<file path="src/rtl/hamming_serial_tx_if.sv">
`default_nettype none
// +----------------------------------------------------------------------+
// | hamming_serial_tx_if                                                 |
// | Word handshake and serial-line bundle for the Hamming transmitter.   |
// | Revision: 1.0                                                        |
// +----------------------------------------------------------------------+
interface hamming_serial_tx_if #(
  parameter int WIDTH = 128
);
  localparam int FRAME_BITS = (WIDTH / 4) * 7;
  localparam int PW         = $clog2(FRAME_BITS);

  logic             in_valid;
  logic             in_ready;
  logic [WIDTH-1:0] in_data;
  logic             inject_en;
  logic [PW-1:0]    inject_pos;
  logic             tx_en;
  logic             serial_out;
  logic             serial_valid;
  logic             frame_start;
  logic             frame_done;
  logic             busy;

  modport master (
    output in_valid, in_data, inject_en, inject_pos, tx_en,
    input  in_ready, serial_out, serial_valid, frame_start, frame_done, busy
  );

  modport slave (
    input  in_valid, in_data, inject_en, inject_pos, tx_en,
    output in_ready, serial_out, serial_valid, frame_start, frame_done, busy
  );
endinterface
`default_nettype wire

</file>
<file path="src/rtl/hamming_serial_tx.sv">
`default_nettype none
// +----------------------------------------------------------------------+
// | hamming_serial_tx                                                    |
// | Splits a word into nibbles, Hamming(7,4)-encodes each, and streams   |
// | the frame LSB first with an optional single-bit fault injection.     |
// | Revision: 1.0                                                        |
// +----------------------------------------------------------------------+
module hamming_serial_tx #(
  parameter int WIDTH = 128
) (
  input  wire                 clk,
  input  wire                 rst,
  hamming_serial_tx_if.slave  bus
);
  localparam int NIBBLES    = WIDTH / 4;
  localparam int FRAME_BITS = NIBBLES * 7;
  localparam int PW         = $clog2(FRAME_BITS);
  localparam logic [PW-1:0] C_LAST_BIT = PW'(FRAME_BITS - 1);

  typedef enum logic [0:0] {
    S_IDLE = 1'b0,
    S_SEND = 1'b1
  } state_t;

  state_t           r_state;
  logic [WIDTH-1:0] r_shift;
  logic             r_inj_en;
  logic [PW-1:0]    r_inj_pos;
  logic [PW-1:0]    r_bit;
  logic [2:0]       r_j;
  logic             r_serial_out;
  logic             r_serial_valid;
  logic             r_frame_start;
  logic             r_frame_done;
  logic             r_busy;
  logic             r_in_ready;

  logic [3:0]       w_d;
  logic             w_code_bit;
  logic             w_flip;
  logic             w_last;

  // The current nibble always sits in the low bits of the shifted capture.
  always_comb begin
    w_d        = r_shift[3:0];
    w_code_bit = 1'b0;
    case (r_j)
      3'd0:    w_code_bit = w_d[0];
      3'd1:    w_code_bit = w_d[1];
      3'd2:    w_code_bit = w_d[2];
      3'd3:    w_code_bit = w_d[3];
      3'd4:    w_code_bit = w_d[0] ^ w_d[2] ^ w_d[3];
      3'd5:    w_code_bit = w_d[0] ^ w_d[1] ^ w_d[3];
      default: w_code_bit = w_d[0] ^ w_d[1] ^ w_d[2];
    endcase
  end

  // Out-of-range inject positions never match since r_bit stays below FRAME_BITS.
  assign w_flip = r_inj_en && (r_bit == r_inj_pos);
  assign w_last = (r_bit == C_LAST_BIT);

  always_ff @(posedge clk or negedge rst) begin
    if (!rst) begin
      r_state        <= S_IDLE;
      r_shift        <= '0;
      r_inj_en       <= 1'b0;
      r_inj_pos      <= '0;
      r_bit          <= '0;
      r_j            <= 3'd0;
      r_serial_out   <= 1'b0;
      r_serial_valid <= 1'b0;
      r_frame_start  <= 1'b0;
      r_frame_done   <= 1'b0;
      r_busy         <= 1'b0;
      r_in_ready     <= 1'b1;
    end else begin
      r_serial_valid <= 1'b0;
      r_frame_start  <= 1'b0;
      r_frame_done   <= 1'b0;
      case (r_state)
        S_IDLE: begin
          if (bus.in_valid) begin
            r_shift    <= bus.in_data;
            r_inj_en   <= bus.inject_en;
            r_inj_pos  <= bus.inject_pos;
            r_bit      <= '0;
            r_j        <= 3'd0;
            r_busy     <= 1'b1;
            r_in_ready <= 1'b0;
            r_state    <= S_SEND;
          end
        end
        default: begin
          if (bus.tx_en) begin
            r_serial_out   <= w_code_bit ^ w_flip;
            r_serial_valid <= 1'b1;
            r_frame_start  <= (r_bit == '0);
            r_frame_done   <= w_last;
            if (w_last) begin
              r_busy     <= 1'b0;
              r_in_ready <= 1'b1;
              r_state    <= S_IDLE;
            end else begin
              r_bit <= r_bit + PW'(1);
              if (r_j == 3'd6) begin
                r_j     <= 3'd0;
                r_shift <= r_shift >> 4;
              end else begin
                r_j <= r_j + 3'd1;
              end
            end
          end
        end
      endcase
    end
  end

  assign bus.in_ready     = r_in_ready;
  assign bus.serial_out   = r_serial_out;
  assign bus.serial_valid = r_serial_valid;
  assign bus.frame_start  = r_frame_start;
  assign bus.frame_done   = r_frame_done;
  assign bus.busy         = r_busy;
endmodule
`default_nettype wire

</file>
<file path="src/flat_wrapper.sv">
// flat-port wrapper written by rule: the top's interface ports become plain ports
module hamming_serial_tx_flat 
#(
  parameter int WIDTH = 128
)
  (clk, rst, bus_in_valid, bus_in_data, bus_inject_en, bus_inject_pos, bus_tx_en, bus_in_ready, bus_serial_out, bus_serial_valid, bus_frame_start, bus_frame_done, bus_busy);
  hamming_serial_tx_if #(.WIDTH(WIDTH)) bus_i ();
  input  wire clk;
  input  wire rst;
  input wire logic [$bits(bus_i.in_valid)-1:0] bus_in_valid;
  input wire logic [$bits(bus_i.in_data)-1:0] bus_in_data;
  input wire logic [$bits(bus_i.inject_en)-1:0] bus_inject_en;
  input wire logic [$bits(bus_i.inject_pos)-1:0] bus_inject_pos;
  input wire logic [$bits(bus_i.tx_en)-1:0] bus_tx_en;
  output wire logic [$bits(bus_i.in_ready)-1:0] bus_in_ready;
  output wire logic [$bits(bus_i.serial_out)-1:0] bus_serial_out;
  output wire logic [$bits(bus_i.serial_valid)-1:0] bus_serial_valid;
  output wire logic [$bits(bus_i.frame_start)-1:0] bus_frame_start;
  output wire logic [$bits(bus_i.frame_done)-1:0] bus_frame_done;
  output wire logic [$bits(bus_i.busy)-1:0] bus_busy;
  assign bus_i.in_valid = bus_in_valid;
  assign bus_i.in_data = bus_in_data;
  assign bus_i.inject_en = bus_inject_en;
  assign bus_i.inject_pos = bus_inject_pos;
  assign bus_i.tx_en = bus_tx_en;
  assign bus_in_ready = bus_i.in_ready;
  assign bus_serial_out = bus_i.serial_out;
  assign bus_serial_valid = bus_i.serial_valid;
  assign bus_frame_start = bus_i.frame_start;
  assign bus_frame_done = bus_i.frame_done;
  assign bus_busy = bus_i.busy;
  hamming_serial_tx #(.WIDTH(WIDTH)) u_core (.clk(clk), .rst(rst), .bus(bus_i));
endmodule
</file>
<file path="config.mk">
export PLATFORM = sky130hd
export DESIGN_NAME = hamming_serial_tx_flat
export DESIGN_NICKNAME = d
export VERILOG_FILES = /design/src/rtl/hamming_serial_tx_if.sv /design/src/rtl/hamming_serial_tx.sv /design/src/flat_wrapper.sv
export SDC_FILE = /design/constraint.sdc
export NUM_CORES = 1
export LEC_CHECK = 0
export CORE_MARGIN = 10
export CORE_UTILIZATION = 56
export DETAILED_ROUTE_END_ITERATION = 12
export HOLD_SLACK_MARGIN = 0.06
export PLACE_DENSITY_LB_ADDON = 0.12
export SYNTH_ARGS = -nofsm -noshare
export SYNTH_HDL_FRONTEND = slang
export SYNTH_SLANG_ARGS = --single-unit
</file>
<file path="constraint.sdc">
create_clock -name clk -period 5 [get_ports clk]
set_clock_uncertainty 0.15 [all_clocks]
set_input_delay 1 -clock clk [delete_from_list [all_inputs] [get_ports clk]]
set_output_delay 1 -clock clk [all_outputs]
set_load 0.01 [all_outputs]
</file>
# Word level (Yosys, flattened, before mapping)
# Cells that the tools add are included.
totals:
  out_inout_bits: 6
  register_bits: 155
  inputBits: 141
op_classes:
  add_sub_neg: 2
  mux: 33
  reduce_logical: 9
  n_bitwise: 7
  eq_ne: 12
op_table:
  columns: ["operator", "n"]
  rows:
  - ["$mux 128", 5]
  - ["$mux 8", 4]
  - ["$mux 1", 18]
  - ["$mux 3", 5]
  - ["$eq 3x3->1 const B", 3]
  - ["$add 8x1->8 const B", 1]
  - ["$eq 8x8->1", 1]
  - ["$eq 8x8->1 const B", 1]
  - ["$logic_not 8->1", 1]
  - ["$ne 2x2->1 const B", 4]
  - ["$eq 3x2->1 const B", 2]
  - ["$pmux 1 s6", 1]
  - ["$reduce_and 3->1", 2]
  - ["$xor 1x1->1", 6]
  - ["$reduce_and 2->1", 2]
  - ["$reduce_and 4->1", 1]
  - ["$add 3x1->3 const B", 1]
  - ["$eq 3x1->1 const B", 1]
  - ["$logic_not 3->1", 1]
  - ["$reduce_bool 2->1", 1]
  - ["$logic_and 1x1->1", 1]
  - ["$not 1->1", 1]

# Logic depth before layout (Yosys ltp)
# Gate-level depths: netlist of run 1.
depth:
  ltp_word: 5
  mapped_depth: 9

# Least setup slack after synthesis of run 1
# No wires, ideal clock.
synth_path:
  path_kind: "input port to flip-flop"
  startpoint: "input port bus_tx_en"
  endpoint: "register u_core.r_shift[10]"
  path_slack_ns: 2.820
  setup_ns: 0.126
  t_arrival_ns: 1.904
  stages: 7
  required_ns: 4.724
  cell_sequence: "nand2_4 clkinv_1 o21ai_2 o21ai_2 buf_2 buf_2 a21oi_1"
synth_via:
  elab_chain_cells: 2
synth_lines:
  columns: ["element", "line_no", "rtl"]
  rows:
  - ["start: declaration", "flat_wrapper.sv:14", "input wire logic [$bits(bus_i.tx_en)-1:0] bus_tx_en;"]
  - ["$ne 2x2->1 (no source line)", null, null]
  - ["$reduce_and 4->1 (no source line)", null, null]
  - ["end signal: assignment", "hamming_serial_tx.sv:83", "r_shift <= bus.in_data;"]
  - ["end signal: assignment", "hamming_serial_tx.sv:107", "r_shift <= r_shift >> 4;"]
  - ["end: declaration", "hamming_serial_tx.sv:26", "logic [WIDTH-1:0] r_shift;"]
# Every way passes these cells.
# A chain may end at the register's enable or synchronous reset.

# Worst setup path in the final report of run 1
layout_path:
  startpoint: "input port bus_in_valid"
  endpoint: "register u_core.r_shift[10]"
layout_via:
  elab_chain_cells: 2
layout_lines:
  columns: ["element", "line_no", "rtl"]
  rows:
  - ["start: declaration", "flat_wrapper.sv:10", "input wire logic [$bits(bus_i.in_valid)-1:0] bus_in_valid;"]
  - ["$reduce_bool 2->1 (no source line)", null, null]
  - ["$reduce_and 4->1 (no source line)", null, null]
# Every way passes these cells.

==> results of run 1 <==
## worst max-delay path: stages
cell             delay (ns)
clkdlybuf4s50_1        0.62
nand2b_1               0.35
o21ai_4                0.17
buf_12                 0.58
nor2_1                 0.12
a21oi_1                0.19
## power groups by stage
stage | Combinational, mW | Sequential, mW | Clock, mW
after global placement | 1.20 | 2.16 | 0
final | 1.28 | 2.18 | 1.42
after global routing | 1.48 | 2.25 | 1.50
after CTS | 1.30 | 2.18 | 1.44
after detailed placement | 1.28 | 2.18 | 0
after floorplan | 1.01 | 2.06 | 0
## cell families after synthesis
group / after synthesis / share of synthesized area (%)
XOR/XNOR: 16 / 1.93
buffers and inverters: 61 / 4.03
multiplexers: 126 / 17.4
adder cells (fa/ha/maj): 4 / 0.655
AO/OA/AOI/OAI: 146 / 10.6
flip-flops: 155 / 53.4
AND/OR/NAND/NOR: 203 / 12.0
## metal layers
layer  global-route usage, %  up-vias
met5                       0        -
met4                    4.78        0
met3                    6.39       11
met2                    32.8      125
met1                    22.7     2632
li1                        -     2674
## synthesized netlist by cell type
master	instances
nor2_1	134
xnor2_1	2
and2_2	1
o2111ai_1	2
o21ai_0	8
a21oi_1	127
clkbuf_2	2
buf_6	2
nor4_2	1
and2_1	2
nor3_1	5
buf_4	7
clkinv_1	1
nand3_1	2
nor2b_1	2
nand3b_1	9
a2111oi_0	1
maj3_1	1
ha_1	3
o211ai_2	1
dfstp_2	1
nand2_1	36
dfrtp_1	154
nand2_4	1
buf_2	16
nor4b_1	1
nor4_1	2
xor2_1	14
or4b_1	1
o21a_1	1
a21o_1	1
and2b_1	1
and3_2	1
nand2b_1	1
o21ai_2	2
mux2i_1	126
inv_1	10
a22o_1	1
buf_1	2
clkbuf_1	21
nand4_1	3
o31ai_1	2
## final cells by class
class	instances	area (um2)	share of cell area (%)
antenna	1	2.50	0.0266
clock buffer	21	470	4.99
tap	172	215	2.28
sequential	155	3880	41.2
inverter	11	41.3	0.438
multi-input combinational	495	3100	32.9
timing repair buffer	152	1520	16.1
clock inverter	11	190	2.02
## state kept, by name, indices dropped and copies added (netlist names)
name and flops:
u_core.r_inj_en 1, u_core.bus.frame_done 1, u_core.bus.serial_valid 1, u_core.bus.serial_out 1, u_core.bus.frame_start 1, u_core.r_shift 128
u_core.r_state 1, u_core.bus.busy 1, u_core.r_bit 8, u_core.r_inj_pos 8, u_core.bus.in_ready 1, u_core.r_j 3
## how the worst max path moves through the flow
stage / end / cells after the start
after floorplan: u_core.r_shift[10]$_DFFE_PN0P_ / 7
after CTS: u_core.r_shift[10]$_DFFE_PN0P_ / 6
after detailed placement: u_core.r_shift[63]$_DFFE_PN0P_ / 5
after global placement: u_core.r_shift[127]$_DFFE_PN0P_ / 5
after global routing: u_core.r_shift[92]$_DFFE_PN0P_ / 6
final: u_core.r_shift[10]$_DFFE_PN0P_ / 6
## metrics by stage
step | setup slack [ns] | instance area (um2)
final | 1.88 | 9420
after global routing | 1.79 | 9420
after CTS | 2.00 | 9420
after detailed placement | 1.60 | 8760
after global placement | 1.72 | 8760
after floorplan | 2.82 | 7260
==> metrics.md, run 1 <==
| Metric | Value |
|---|---|
| Status | finished, final reports clean |
| GRT Residual Overflow | 0 |
| Core area | 12700 um2 |
| Startpoint types | input port |
| Flip-flop and latch count after synthesis | 155 |
| Crit path max fanout | 252 |
| Number of global-route vias before repair | 5771 |
| Register area share after synthesis | 53.4% |
| CP arrival | 3.30 ns |
| Synthesized cell area | 7260 um2 |
| Endpoints failing setup | 0 |
| Post-DR vias/cell | 5.35 |
| Maximum number of pins on one net before global-route repair | 253 |
| Final hold viol count | 0 |
| Worst hold slack | 0.330 ns |
| RSZ-0062 raised after global routing | false |
| Area growth from synthesis to layout | 29.7% |
| R2R Path End | u_core.r_j[2]$_DFFE_PN0P_ |
| Post-Syn Instances | 711 |
| Sw power | 1.51 mW |
| Worst R2R Path Depth | 6 |
| Top routing layer in use | met4 |
| Yosys warnings | 0 |
| Leak | 4.74 nW |
| Pins Over Slew Limit | 0 |
| Setup crit end kind | flip-flop |
| Clk network pwr share | 29.1% |
| Die area | 17900 um2 |
| Final Cycle Share | 62.4% |
| Min-Delay Path Depth | 2 |
| Hold-fix buffers at CTS | 0 |
| I/O Buffers | 146 |
| All-Layer GR Usage | 19.1% |
| Met2 wire len | 8670 um |
| Fin cells | 1018 |
| Reg2reg start | u_core.r_state$_DFF_PN0_ |
| Fill cells | 921 |
| Global-route wire length before repair | 28000 um |
| Worst vdd ir | 0.000305 V |
| Crit path kind | in2reg |
| H-tree depth | 4 |
| Clock Pin Slew Worst Setup and Hold Paths | 0.06 ns |
| Hold Path End | u_core.r_inj_en$_DFFE_PN0P_ |
| Final wirelength | 17000 um |
| NumNets Final | 976 |
| Start point of the critical path | bus_in_valid |
| Ranking of synthesized cells by area | dfrtp_1 (53%), mux2i_1 (17%), a21oi_1 (8.8%), nor2_1 (6.9%), nand2_1 (1.9%) |
| Final Core Density | 74.3% |
| Rows | 41 |
| Yosys top cell area share | 53.1% |
| Layout cells sized above 1 | 5.56% |
| Top cell type by total area after synthesis | dfrtp_1 |
| Met3 Wirelength | 979 um |
| Syn Nets | 855 |
| Die X | 134 um |
| IO Count | 147 |
| Pint | 3.38 mW |
| Number of max-cap violations | 0 |
| Slew HR | 29.2% |
| Tmin final | 3.12 ns |
| Commonest cells after routing, fill and taps aside | dfrtp_1 (153), clkdlybuf4s50_1 (145), nor2_1 (134) |
| Pre-antenna DRT Iters | 5 |
| DR WL/cell | 16.7 um |
| Worst-Margin Slew | 1.06 ns |
| Commonest non-fill, non-tap cell in the layout | dfrtp_1 |
| Reg-to-reg slack, setup | 2.21 ns |
| Vias | 5442 |
| Beginning of the worst hold path | u_core.r_inj_en$_DFFE_PN0P_ |
| Clk sink count | 155 |
| CTS buffer count | 17 |
| Flop pwr share | 44.6% |
| Gate power share | 26.3% |
| Worst skew pair latency | 0.42 ns |
| Post-CTS setup buffer count | 0 |
| Sum Neg Setup Slack | 0 ns |
| CTS tree | yes |
| Initial drt markers | 355 |
| Die Y | 134 um |
| Detailed placer's ending HPWL | 11400 um |
| Clock Tree Buf Depth | 2 |
| Switching share of total power | 30.8% |
| Post-CTS sizing | 0 |
| Syn avg cell area | 10.2 um2 |
| Total power | 4.89 mW |
| Placed insts | 985 |
| P per Cell Area | 519 nW/um2 |
| # DRC | 0 |
| Met1 WL | 7220 um |
| Worst EP required | 5.18 ns |
| Initial Util | 57.3% |
| Initial antenna violation count | 1 |
| Hold Crit Class | reg2reg |
| Clock Tree Root | clkbuf_16 |
| Fmax | 321 MHz |
| Post-synthesis cell type count | 42 |
| DRT antenna net count | 0 |
| Gpl congestion | 0.807 |
Note: power is estimated with default switching activity, not from simulation.
==> run 2, diff against run 1 <==
--- a/config.mk
+++ b/config.mk
@@ -6,7 +6,7 @@
 export NUM_CORES = 1
 export LEC_CHECK = 0
 export CORE_MARGIN = 10
-export CORE_UTILIZATION = 56
+export CORE_UTILIZATION = 52
 export DETAILED_ROUTE_END_ITERATION = 12
 export HOLD_SLACK_MARGIN = 0.06
 export PLACE_DENSITY_LB_ADDON = 0.12
==> constraint.sdc (replaced) <==
create_clock -name clk -period 3 [get_ports clk]
set_clock_uncertainty 0.15 [all_clocks]
set_input_delay 0.6 -clock clk [delete_from_list [all_inputs] [get_ports clk]]
set_output_delay 0.6 -clock clk [all_outputs]
set_load 0.01 [all_outputs]
==> run 2 against run 1 <==
  * Via count is 0.57% lower
  * Sequential share of layout area decreased by 0.25 points
  * Final cell count increased by 1.5%
  * Total power grew 60%
  * Clock power rose by 42%
  * First-iteration DRC count up 2.0%
  * Clock-buffer cell count is 4 higher
  * Combinational power up 70%
  * Die area rose by 6.5%
  * Worst setup slack worse by 1.1 ns
  * Critical endpoint is now u_core.bus.serial_out$_DFFE_PN0P_
  * Largest power group unchanged
==> metrics.md, run 2 (synthesis gave the netlist of run 1 again) <==
| Metric | Value |
|---|---|
| Maximum number of pins on one net before global-route repair | 75 |
| IO Count | 147 |
| Critical path's slowest cell | or4b_1 |
| Final wirelength | 17100 um |
| Met3 Use GR | 4.83% |
| Die area | 19100 um2 |
| Post-DR vias/cell | 5.24 |
| CTS buffer count | 17 |
| P per Cell Area | 826 nW/um2 |
| Fill cells | 1106 |
| Clock Tree Buf Depth | 2 |
| Post-CTS setup buffer count | 0 |
| Most Used Layer, Global Route | met2 |
| DRT antenna net count | 0 |
| Die X | 138 um |
| Vias | 5411 |
| Worst EP required | 3.19 ns |
| DR WL/cell | 16.6 um |
| Sum Neg Setup Slack | 0 ns |
| Final Cycle Share | 75.1% |
| Worst vdd ir | 0.000515 V |
| Worst skew pair latency | 0.42 ns |
| Detailed placer's ending HPWL | 12100 um |
| Endpoints failing setup | 0 |
| H-tree depth | 4 |
| Reg area | 3880 um2 |
| Commonest cells after routing, fill and taps aside | dfrtp_1 (153), clkdlybuf4s50_1 (145), nor2_1 (134) |
| NumNets Final | 984 |
| Initial drt markers | 362 |
| Pre-antenna DRT Iters | 4 |
| Clk sink count | 155 |
| Biggest regs | u_core.r_shift: 128 flops, u_core.r_bit: 8 flops, u_core.r_inj_pos: 8 flops |
| Gpl congestion | 0.817 |
| Met2 usage | 30.3% |
| Global-route wire length before repair | 28600 um |
| M1 GR Usage | 21.9% |
| Setup crit end kind | flip-flop |
| CTS tree | yes |
| Slew HR | 58.4% |
| All-Layer GR Usage | 18.0% |
| GRT Residual Overflow | 0 |
| Die Y | 138 um |
| Hold Crit Class | reg2reg |
| # DRC | 0 |
| Pins Over Slew Limit | 0 |
| Crit path cell chain | and2_1 > ha_1 > and2_2 > nor4_1 > or4b_1 > o211ai_2 |
| Clock Pin Slew Worst Setup and Hold Paths | 0.06 ns |
| Tmin final | 2.25 ns |
| Clock Tree Root | clkbuf_16 |
| Leak | 4.76 nW |
| Fmax | 444 MHz |
| Crit-path max cell delay | 0.50 ns |
| RSZ-0062 raised after global routing | false |
| Initial antenna violation count | 0 |
| Area growth from synthesis to layout | 30.5% |
| Max reg flops | 128 |
| Number of global-route vias before repair | 5844 |
| Worst-Margin Slew | 0.623 ns |
| Initial Util | 52.7% |
| Layout cells sized above 1 | 5.98% |
| Number of max-cap violations | 0 |
| I/O Buffers | 146 |
| Largest register by flop count | u_core.r_shift |
| Multi-input gate area | 3100 um2 |
| CP arrival | 2.45 ns |
| Crit path max fanout | 11 |
| Core area | 13800 um2 |
| Startpoint types | flip-flop |
| Commonest non-fill, non-tap cell in the layout | dfrtp_1 |
| Final hold viol count | 0 |
| Rows | 43 |
| Status | finished, final reports clean |
| Crit path kind | reg2reg |
| Final Core Density | 68.8% |
| Antenna cells | 0 |
-- run 2: changes by cell type in the layout (fill, tap and decap cells not counted) --
cell,change
clkinv_4,-2
buf_12,+7
clkbuf_8,+1
bufinv_16,-4
diode_2,-1
clkinv_2,+1
clkbuf_1,+3
dlygate4sd3_1,+1
clkinvlp_4,+1
-- run 2: area by class of cell --
type / count / share of cell area, %
clock inverter: 7 / 0.687
sequential: 155 / 41.0
clock buffer: 25 / 5.23
multi-input combinational: 495 / 32.7
tap: 180 / 2.38
timing repair buffer: 160 / 17.6
inverter: 11 / 0.436
-- run 2: per-stage QoR --
step	hold WS, ns	instances	area (um2)	worst slack (ns)	power (mW)
finish	0.347	1033	9480	0.746	7.83
global route	0.378	1033	9480	0.579	8.41
CTS	0.355	1033	9480	0.723	7.92
detailed placement	0.341	1000	8910	0.403	5.83
global placement	0.331	1000	8910	0.494	5.64
floorplan	0.154	711	7260	0.940	5.11
-- run 2: worst paths after layout --
kind | from | endpoint | slack (ns) | cells after the start
hold reg to reg | u_core.r_inj_pos[0]$_DFFE_PN0P_ | u_core.r_inj_pos[0]$_DFFE_PN0P_ | 0.35 | 2
setup / recovery | u_core.r_j[0]$_DFFE_PN0P_ | u_core.bus.serial_out$_DFFE_PN0P_ | 0.75 | 6
max in group asynchronous | rst | u_core.bus.in_ready$_DFFE_PN1P_ | 1.43 | 3
setup reg to reg | u_core.r_j[0]$_DFFE_PN0P_ | u_core.bus.serial_out$_DFFE_PN0P_ | 0.75 | 6
hold / removal | u_core.r_inj_pos[0]$_DFFE_PN0P_ | u_core.r_inj_pos[0]$_DFFE_PN0P_ | 0.35 | 2
min in group asynchronous | rst | u_core.bus.serial_valid$_DFF_PN0_ | 0.58 | 2
-- run 2: critical path, delay by kind of cell (launching register included) --
kind / cells / cell delay [ns]
AO/OA/AOI/OAI: 1 / 0.09
adder cells (fa/ha/maj): 1 / 0.20
flip-flops: 1 / 0.48
AND/OR/NAND/NOR: 4 / 1.26
-- run 2: repair_timing --
action | in CTS | in global routing
endpoints found under the hold margin | 59 | 0
gates resized for setup | 0 | 0
hold buffers | 1 | 0
-- run 2: layer usage --
metal  wire length, um  vias to the layer above
met1              7500                     2594
li1                  -                     2694
met5                 0                        -
met4               232                        0
met2              8710                      104
met3               653                       19
-- run 2: power breakdown --
part           switching (mW)  leakage (nW)  total [mW]  internal [mW]
registers               0.616          1.76        3.63           3.02
clock network           0.797         0.273        2.02           1.22
logic                    1.06          2.73        2.17           1.11
total                    2.47          4.76        7.83           5.36
